[src/rtl/bcd_pkg.sv]
// Shared types and constants for the sequential binary-to-BCD converter.
package bcd_pkg;

  typedef enum logic [1:0] {IDLE, SHIFT, DONE} state_t;

  localparam logic [3:0] BCD_BLANK = 4'hF;
  localparam logic [3:0] BCD_NINE  = 4'h9;

  // Decimal digits of 2^bin_w-1: floor(bin_w*log10(2))+1, since 2^n is never a power of ten.
  function automatic int unsigned digits_needed(input int unsigned bin_w);
    return (bin_w * 30103) / 100000 + 1;
  endfunction

endpackage

[src/rtl/bcd_digit_adj.sv]
// Double-dabble digit correction: a BCD digit of 5 or more gets +3 before the shift.
module bcd_digit_adj
  import bcd_pkg::*;
(
  input  logic [3:0] i_digit,
  output logic [3:0] o_digit
);

  always_comb begin
    o_digit = (i_digit >= 4'd5) ? i_digit + 4'd3 : i_digit;
  end

endmodule

[src/rtl/bcd_converter_seq.sv]
// Sequential shift-and-add-3 binary-to-BCD converter, one operand bit per clock.
// Optional leading-zero blanking on the bcd port when BCD_LZ_BLANK_EN is defined.
module bcd_converter_seq
  import bcd_pkg::*;
#(
  parameter int unsigned BIN_W  = 8,
  parameter int unsigned DIGITS = 3
) (
  input  logic                  clk,
  input  logic                  rst_n,
  input  logic                  in_valid,
  output logic                  in_ready,
  input  logic [BIN_W-1:0]      in_bin,
  output logic                  out_valid,
  input  logic                  out_ready,
  input  logic                  eo,
  output logic [4*DIGITS-1:0]   bcd,
  output logic                  overflow
);

  localparam int unsigned ACC_W = 4 * DIGITS;
  localparam int unsigned CNT_W = $clog2(BIN_W + 1);

  if (DIGITS < digits_needed(BIN_W)) begin : g_digits_info
    $info("bcd_converter_seq: DIGITS too small for BIN_W, large operands saturate to all 9s");
  end

  state_t             r_state;
  logic [BIN_W-1:0]   r_sh;
  logic [ACC_W-1:0]   r_acc;
  logic               r_ovf;
  logic [CNT_W-1:0]   r_cnt;
  logic               r_in_ready;
  logic               r_out_valid;
  logic [ACC_W-1:0]   w_adj;
  logic [ACC_W-1:0]   w_disp;

  for (genvar g = 0; g < DIGITS; g++) begin : g_adj
    bcd_digit_adj u_adj (
      .i_digit (r_acc[4*g +: 4]),
      .o_digit (w_adj[4*g +: 4])
    );
  end

  always_ff @(posedge clk or negedge rst_n) begin
    if (!rst_n) begin
      r_state     <= IDLE;
      r_sh        <= '0;
      r_acc       <= '0;
      r_ovf       <= 1'b0;
      r_cnt       <= '0;
      r_in_ready  <= 1'b1;
      r_out_valid <= 1'b0;
    end else begin
      case (r_state)
        IDLE: begin
          if (in_valid) begin
            r_sh       <= in_bin;
            r_acc      <= '0;
            r_ovf      <= 1'b0;
            r_cnt      <= CNT_W'(BIN_W);
            r_in_ready <= 1'b0;
            r_state    <= SHIFT;
          end
        end
        SHIFT: begin
          // The cycle after the last shift applies saturation, so the sticky flag is complete.
          if (r_cnt == '0) begin
            r_state     <= DONE;
            r_out_valid <= 1'b1;
            if (r_ovf) begin
              r_acc <= {DIGITS{BCD_NINE}};
            end
          end else begin
            {r_acc, r_sh} <= {w_adj[ACC_W-2:0], r_sh, 1'b0};
            r_ovf         <= r_ovf | w_adj[ACC_W-1];
            r_cnt         <= r_cnt - CNT_W'(1);
          end
        end
        DONE: begin
          if (out_ready) begin
            r_out_valid <= 1'b0;
            r_in_ready  <= 1'b1;
            r_state     <= IDLE;
          end
        end
        default: r_state <= IDLE;
      endcase
    end
  end

`ifdef BCD_LZ_BLANK_EN
  logic w_lead;

  always_comb begin
    w_disp = r_acc;
    w_lead = 1'b1;
    for (int unsigned i = DIGITS - 1; i >= 1; i--) begin
      if (w_lead && (r_acc[4*i +: 4] == 4'h0)) begin
        w_disp[4*i +: 4] = BCD_BLANK;
      end else begin
        w_lead = 1'b0;
      end
    end
  end
`else
  always_comb begin
    w_disp = r_acc;
  end
`endif

  always_comb begin
    bcd = eo ? '1 : w_disp;
  end

  assign in_ready  = r_in_ready;
  assign out_valid = r_out_valid;
  assign overflow  = r_ovf;

endmodule

[config.mk]
export PLATFORM = sky130hd
export DESIGN_NAME = bcd_converter_seq
export DESIGN_NICKNAME = d
export VERILOG_FILES = /design/src/rtl/bcd_pkg.sv /design/src/rtl/bcd_digit_adj.sv /design/src/rtl/bcd_converter_seq.sv
export SDC_FILE = /design/constraint.sdc
export NUM_CORES = 1
export LEC_CHECK = 0
export ABC_AREA = 0
export CORE_MARGIN = 5
export CORE_UTILIZATION = 52
export CTS_CLUSTER_DIAMETER = 80
export DETAILED_ROUTE_END_ITERATION = 7
export PLACE_DENSITY = 0.87
export SETUP_SLACK_MARGIN = 0.2
export SLEW_MARGIN = 20
export SYNTH_ARGS = -nofsm -noshare
export SYNTH_HDL_FRONTEND = slang
export SYNTH_SLANG_ARGS = --single-unit
[constraint.sdc]
create_clock -name clk -period 2.3 [get_ports clk]
set_clock_uncertainty 0.1 [all_clocks]
set_input_delay 0.69 -clock clk [delete_from_list [all_inputs] [get_ports clk]]
set_output_delay 0.69 -clock clk [all_outputs]
set_load 0.01 [all_outputs]
[After elaboration in Yosys (flattened, before gate mapping)]
Cells that the tools add are included.
W data, S select, Z words.
Cells by class
  mux-type cells: 26
  bitwise logic cells: 1
  $add $sub $neg: 4
  multipliers: 0
  div/mod/pow operators: 0
  shift-type cells: 0
  equality and inequality tests: 7
  magnitude comparators: 3
  reductions and logical operators: 10
Operator list (count)
  $mux W12: 4
  $pmux W12 S2: 1
  $mux W4: 5
  $mux W8: 2
  $pmux W8 S2: 1
  $reduce_and A3 Y1: 5
  $add A4 B2 Y4 const B: 3
  $ge A4 B3 Y1 const B: 3
  $ne A2 B2 Y1 const B: 4
  $pmux W4 S2: 1
  $mux W2: 3
  $pmux W1 S2: 3
  $pmux W2 S3: 1
  $reduce_bool A2 Y1: 3
  $mux W1: 5
  $logic_not A4 Y1: 1
  $sub A4 B1 Y4 const B: 1
  $ne A3 B3 Y1 const B: 1
  $eq A2 B1 Y1 const B: 1
  $eq A2 B2 Y1 const B: 1
  $logic_not A2 Y1: 1
  $or A1 B1 Y1: 1
Storage, ports and cells
  bits in latches: 0
  bits in writable memories: 0
  output and inout bits: 15
  ROM bits: 0
  input bits: 13
  bits in registers: 29
  memories kept: 0
  word-level logic and storage cells: 58

[Depth between registers and ports, before layout]
Gate-level depths: netlist of run 1.
  word-level depth: 5
  depth in mapped cells: 8
  depth with buffers taken out: 6

[Cells and area by module]
A second synthesis of run 1 with hierarchy kept.
Second synthesis, totals
  cell total of the unflattened synthesis: 185
  area total of the unflattened synthesis: 1816.7 µm²
Modules (own cells, without submodules)
  bcd_converter_seq: sequential area each 726.9 µm², cells each 137, times used 1, area an instance 1512.7 µm²
  bcd_digit_adj: sequential area each 0.0 µm², cells each 16, times used 3, area an instance 101.3 µm²

[Least setup slack after synthesis of run 1]
OpenSTA, ideal clock, no wires.
  path type: input -> output
  from: input eo
  to: output bcd[0]
  data required time: 1.510 ns
  setup slack: 0.390 ns
  path buffers: 1
  arrival time: 1.120 ns
  stages on the path: 2
  path through: clkbuf_1 -> or2_2
Between the ends
  word-level cells in the longest chain between the ends: 1
Ends and longest elaborated chain
  start: declaration: RTL line bcd_converter_seq.sv:16  | input logic eo,
  $mux W12: RTL line bcd_converter_seq.sv:113  | bcd = eo ? '1 : w_disp;
  end: declaration: RTL line bcd_converter_seq.sv:17  | output logic [4*DIGITS-1:0] bcd,
No other way between the ends.

[Worst setup path in the final report of run 1]
  from: register r_ovf, in the netlist overflow
  to: output overflow
RTL lines
  start: declaration: RTL line bcd_converter_seq.sv:31  | logic r_ovf;
  start signal: assignment: RTL line bcd_converter_seq.sv:76  | r_ovf <= r_ovf | w_adj[ACC_W-1];
  end: declaration: RTL line bcd_converter_seq.sv:18  | output logic overflow
No word-level cell between the ends.

==> results.md, run 1 <==
* Outcome: complete, no violations
* Synth Area in Adders at 0.0606
* Final min period at 2040 ps
* Cell row count at 20
* Final design area excluding fillers at 0.00198 mm^2
* Die Y at 66.4 um
* Placed inst area at 0.00196 mm^2
* Leak at 0.953 nW
* Total die area at 0.00441 mm^2
* Wirelength, routed at 3380 um
* Syn. warnings at 0
* Hold buffer count at CTS at 0
* Top cell type by total area after synthesis: dfrtp_1
* Largest net degree at the start of global routing at 30
* Max Cap Viol at 0
* Core area at 0.00305 mm^2
* Final slew viol count at 0
* Vias per inst at 5.34
* Initial core utilization at 0.541
* Number of synthesized flops with an enable pin at 0
* Hold WC Path Type: reg2reg
* First-pass GRT wire length at 5510 um
* Ports at 28
* Number of global-route vias before repair at 1221
* GP Congestion at 0.857
* RSZ-0062 raised after global routing: yes
* FILL cells at 282
* Area share of the largest cell type after synthesis at 0.424
* Final setup vio count at 0
* CP max FO at 3
* Simple-Gate Fraction of Synth Area at 0.189
* Top_reg_cell synth: dfrtp_1
* Worst path arrival time at 1250 ps
* Final Hold Viols at 0
* Drt initial violations at 87
* Buf/Inv on CP at 1
* H-Tree Depth at 2
* Drt pass-1 iters at 4
* Detailed Place HPWL at 2390 um
* Syn_area_per_cell at 9.39 um^2
* Startpoint Class: register
* Detailed-route via count at 1367
* DR DRC count at 0
* # diodes at 0
* Synth Instances at 176
* CP Class: reg2out
* PortBufs at 27
* CP max stage delay at 540 ps
* Net Count, Synth at 197
* Clock Latency Late Sink at 330 ps
* Initial antenna violation count at 0
* # nets final at 232
* Aggregate global-route resource usage at 0.168
* Synth top area cells: dfrtp_1, ha_1, mux2i_1, nand2_1, o21ai_0
* Worst slew margin at 0.756
* Max Clk Rate at 0.490 GHz
* CP delay by family, top: buffers and inverters
* CTS Buffer Depth at 2
* VDD IR max at 0.883 mV
* Worst path cell trace: clkdlybuf4s50_1
* Seq cells post-synth at 29
* Clock transition at the registers of the reported paths at 90 ps
* CTS tree: yes
* Critical-path top delay cell: clkdlybuf4s50_1
* Worst-margin pin slew at 365 ps
* Die width at 66.4 um
* Sink Count at 29
* Post-synthesis async set-or-reset flop share at 1.00
* Largest family of logic cells by synthesized area: simple AND/OR/NAND/NOR gates
* Req. time, crit path at 1510 ps
* Count of cell types in the netlist at 34
* Total Power at 2.80 mW
* Avg WL per Cell at 13.2 um
* Register area share after synthesis at 0.440
* Final period util at 0.888
* Total CTS buffers at 5
* Crit end category: output pin
* Post-synthesis mux area share at 0.0606
* Detail Route Antenna Nets at 0
* Cell Area, Synth at 0.00165 mm^2
* Layout cells sized above 1 at 0.203
* XOR/XNOR Fraction of Synth Area at 0.0212
* PwrDens at 1420 mW/mm^2
* Compound-Gate Fraction of Synth Area at 0.167
* Area Growth Syn to Fin at 19.8%
* Root Buffer: clkbuf_4
* Grt ovf at 0
cells in the final DEF, fill, tap and decap left out, types with 2 or more instances in the layout:
cell | synthesis | layout
xnor2_1 | 3 | 3
buf_2 | 0 | 12
nor3b_1 | 4 | 4
clkbuf_1 | 1 | 3
dfrtp_1 | 28 | 28
o22ai_1 | 4 | 4
nand3_1 | 3 | 3
nand2_1 | 23 | 23
mux2i_1 | 10 | 10
o21ai_0 | 16 | 16
a22o_1 | 2 | 2
or2_2 | 12 | 12
nor3_1 | 2 | 2
inv_1 | 11 | 11
a21oi_1 | 13 | 13
clkdlybuf4s50_1 | 0 | 12
o22a_1 | 2 | 2
nand2b_1 | 3 | 3
ha_1 | 8 | 8
buf_4 | 2 | 7
nor2_1 | 11 | 11
a211oi_1 | 2 | 2
clkbuf_4 | 1 | 5
layer usage:
| layer | share of wire | up-vias | wire length (um) | global-route usage |
|---|---|---|---|---|
| li1 | - | 673 | - | - |
| met1 | 0.42 | 639 | 1440 | 0.186 |
| met2 | 0.50 | 45 | 1680 | 0.290 |
| met3 | 0.057 | 10 | 194 | 0.0561 |
| met4 | 0.021 | 0 | 70 | 0.0685 |
| met5 | 0 | - | 0 | 0 |
path summary, 6_finish.rpt:
kind | from | endpoint | slack [ps] | depth (start not counted)
min in group asynchronous | rst_n | r_acc[1] | 630 | 2
hold reg to reg | r_sh[6] | r_sh[6] | 390 | 2
hold / removal | r_sh[6] | r_sh[6] | 390 | 2
setup reg to reg | r_cnt[0] | r_acc[10] | 300 | 6
max in group asynchronous | rst_n | in_ready | 1150 | 2
setup / recovery | overflow | overflow | 260 | 1
sequential cells by signal, indices dropped and copies added (netlist names):
name       count
r_state        2
in_ready       1
r_acc         12
r_cnt          4
r_sh           8
overflow       1
out_valid      1
timing repair:
action	in CTS	in global routing
resized for setup	50	4
setup buffers	0	2
pin swaps	0	1
endpoints found under the setup margin	13	5
power by group:
group	total [mW]	internal [mW]	switching (mW)	leakage, nW
Sequential	0.977	0.755	0.222	0.356
Clock	0.294	0.122	0.173	0.0265
Combinational	1.53	0.736	0.797	0.570
Total	2.80	1.61	1.19	0.953
stage by stage:
stage / setup slack, ps / instances / hold WS (ps) / utilization / TNS [ps]
after global placement: -507 / 246 / 360 / 0.643 / -5900
after floorplan: 390 / 176 / 294 / - / 0
after CTS: 107 / 254 / 390 / 0.639 / 0
final: 258 / 256 / 386 / 0.648 / 0
after detailed placement: -520 / 246 / 371 / 0.643 / -6070
after global routing: 183 / 256 / 427 / 0.648 / 0
cell usage after synthesis (2+ instances only):
library cell,instances
a211oi_1,2
a21oi_1,13
a22o_1,2
buf_4,2
buf_6,3
dfrtp_1,28
ha_1,8
inv_1,11
mux2i_1,10
nand2_1,23
nand2b_1,3
nand3_1,3
nor2_1,11
nor3_1,2
nor3b_1,4
o21ai_0,16
o22a_1,2
o22ai_1,4
or2_2,12
xnor2_1,3
cell type report:
type / count / area [um^2] / area share
well taps: 44 / 55.1 / 0.0278
multi-input cells: 129 / 828 / 0.418
inverters: 11 / 41.3 / 0.0209
flip-flops and latches: 29 / 727 / 0.367
repair buffers: 35 / 279 / 0.141
clock buffers: 8 / 48.8 / 0.0247
kinds of logic after synthesis:
logic type	after synthesis
AND/OR/NAND/NOR	62
AO/OA/AOI/OAI	45
flip-flops	29
buffers and inverters	18
multiplexers	10
adder cells (fa/ha/maj)	8
XOR/XNOR	4
Power figures use the tool's default switching activity.
==> run 2, diff against run 1 <==
--- a/config.mk
+++ b/config.mk
@@ -12,6 +12,7 @@
 export DETAILED_ROUTE_END_ITERATION = 7
 export PLACE_DENSITY = 0.87
 export SETUP_SLACK_MARGIN = 0.2
+export SKIP_LAST_GASP = 1
 export SLEW_MARGIN = 20
 export SYNTH_ARGS = -nofsm -noshare
 export SYNTH_HDL_FRONTEND = slang
==> results of run 2 <==
No change in the layout: final DEF, timing and power equal those of run 1.
==> run 3, diff against run 2 <==
--- a/config.mk
+++ b/config.mk
@@ -11,6 +11,7 @@
 export CTS_CLUSTER_DIAMETER = 80
 export DETAILED_ROUTE_END_ITERATION = 7
 export PLACE_DENSITY = 0.87
+export REMOVE_ABC_BUFFERS = 1
 export SETUP_SLACK_MARGIN = 0.2
 export SKIP_LAST_GASP = 1
 export SLEW_MARGIN = 20
==> run 3 against run 2 <==
Worst hold slack worse by 4.3 ps. Non-clock buffer count stayed put. Sequential share of layout area hardly changed. Register-to-register slack hardly changed. Clock power is 9.5% higher. Cell count stayed put. Die area stayed put. Via count is 1.2% lower. Combinational power hardly changed. Count of clock-buffer cells in the layout stayed put. Largest cell class unchanged.
==> results.md, run 3 (synthesis results as in run 1) <==
* Final min period at 2050 ps
* Worst path arrival time at 1260 ps
* Root Buffer: clkbuf_4
* Area Growth Syn to Fin at 20.1%
* Final design area excluding fillers at 0.00198 mm^2
* Initial core utilization at 0.541
* # nets final at 232
* Drt pass-1 iters at 4
* Detailed Place HPWL at 2370 um
* Aggregate global-route resource usage at 0.168
* First-pass GRT wire length at 5570 um
* TNS Setup at 0 ps
* Cell row count at 20
* CP Class: in2out
* GP Congestion at 0.864
* Hold buffer count at CTS at 0
* Grt ovf at 0
* Worst setup margin at 251 ps
* RSZ-0062 raised after global routing: yes
* Buf/Inv on CP at 2
* VDD IR max at 0.701 mV
* Worst-margin pin slew at 394 ps
* Ports at 28
* Int Power at 1.64 mW
* Max Cap Viol at 0
* Switching power share of the total at 0.419
* Worst slew margin at 0.736
* Final Hold Viols at 0
* Total die area at 0.00441 mm^2
* Most common cell after layout, fill and taps aside: dfrtp_1
* Worst path cell trace: buf_2 -> or2_2 -> buf_2
* Outcome: complete, no violations
* Leak at 0.939 nW
* Vias per inst at 5.28
* DR DRC count at 0
* CTS Buffer Depth at 2
* Clock group share of total power at 0.114
* Comb pwr share at 0.538
* Die width at 66.4 um
* Critical-path top delay cell: or2_2
* Most flops, register: r_acc
* Startpoint Class: input pin
* Place WS at -543 ps
* Final setup vio count at 0
* Avg WL per Cell at 13.2 um
* Hold WC Path Type: reg2reg
* Sink Count at 29
* Hold WS at 382 ps
* Placed inst area at 0.00196 mm^2
* Top Registers: r_acc (12), r_sh (8), r_cnt (4)
* Register share of total power at 0.348
* Number of global-route vias before repair at 1255
* FILL cells at 264
* Final slew viol count at 0
* Worst path most repeated cell: buf_2
* Detail Route Antenna Nets at 0
* Initial antenna violation count at 0
* PortBufs at 27
* Drt initial violations at 98
* CP max FO at 12
* PwrDens at 1420 mW/mm^2
* Core area at 0.00305 mm^2
* Final period util at 0.891
* Clock transition at the registers of the reported paths at 90 ps
* Largest net degree at the start of global routing at 30
* H-Tree Depth at 2
* Total CTS buffers at 5
* CP max stage delay at 280 ps
* Crit end category: output pin
* Total Power at 2.83 mW
* Largest register FFs at 12
* Clock Latency Late Sink at 330 ps
* CP delay by family, top: buffers and inverters
* Req. time, crit path at 1510 ps
* Wirelength, routed at 3380 um
* NetSw at 1.18 mW
* Most frequent cells in the layout: dfrtp_1, nand2_1, o21ai_0
* CTS tree: yes
* Layout cells sized above 1 at 0.208
* # diodes at 0
* Max Clk Rate at 0.488 GHz
* Die Y at 66.4 um
* Detailed-route via count at 1351
==> run 3: changes by cell type in the layout (fill, tap and decap cells not counted) <==
cell / before / now
clkdlybuf4s50_1: 12 / 13
o21ai_2: 1 / 0
dlymetal6s2s_1: 1 / 0
dfrtp_1: 28 / 27
clkbuf_1: 3 / 2
clkbuf_8: 0 / 1
o21ai_1: 0 / 1
dfrtp_2: 0 / 1
==> run 3: power by group through the flow <==
stage | clock network [mW] | registers [mW] | logic (mW)
finish | 0.322 | 0.984 | 1.52
global route | 0.362 | 1.02 | 1.71
CTS | 0.339 | 0.980 | 1.47
detailed placement | 0 | 0.994 | 1.50
global placement | 0 | 0.981 | 1.45
floorplan | 0 | 0.934 | 1.06
==> run 3: timing repair <==
item,CTS,global route
gates cloned,0,0
resized for setup,51,2
setup endpoints to repair,14,3
buffers inserted,1,1
endpoints found under the hold margin,0,0
pin swaps,0,1
==> run 3: final timing paths <==
path	cells after the start	slack, ps	from	endpoint
max	3	250	eo	bcd[5]
min	2	380	r_sh[6]	r_sh[6]
max reg2reg	6	290	r_cnt[0]	r_acc[10]
min reg2reg	2	380	r_sh[6]	r_sh[6]
max in group asynchronous	2	1130	rst_n	in_ready
min in group asynchronous	2	650	rst_n	r_acc[4]
==> run 3: area by class of cell <==
type	instances	area (um^2)	area share
Inverter	11	41.3	0.0208
Tap cell	44	55.1	0.0277
Sequential cell	29	728	0.367
Timing Repair Buffer	35	277	0.139
Multi-Input combinational cell	129	825	0.416
Clock buffer	8	58.8	0.0296
==> run 3: worst min-delay path, stage by stage (launching register included) <==
cell     delay, ps
dfrtp_1        350
nand2_1         40
o21ai_0         60
==> run 3: per-layer routing <==
layer / track usage / share of wire / vias up
li1: - / - / 672
met1: 0.204 / 0.46 / 634
met2: 0.266 / 0.46 / 36
met3: 0.0578 / 0.060 / 9
met4: 0.0761 / 0.020 / 0
met5: 0 / 0 / -
==> run 3: metrics by stage <==
step / util / std cells
5_1_grt: 0.650 / 256
3_3_place_gp: 0.643 / 246
4_1_cts: 0.645 / 255
6_report: 0.650 / 256
2_1_floorplan: - / 169
3_5_place_dp: 0.643 / 246
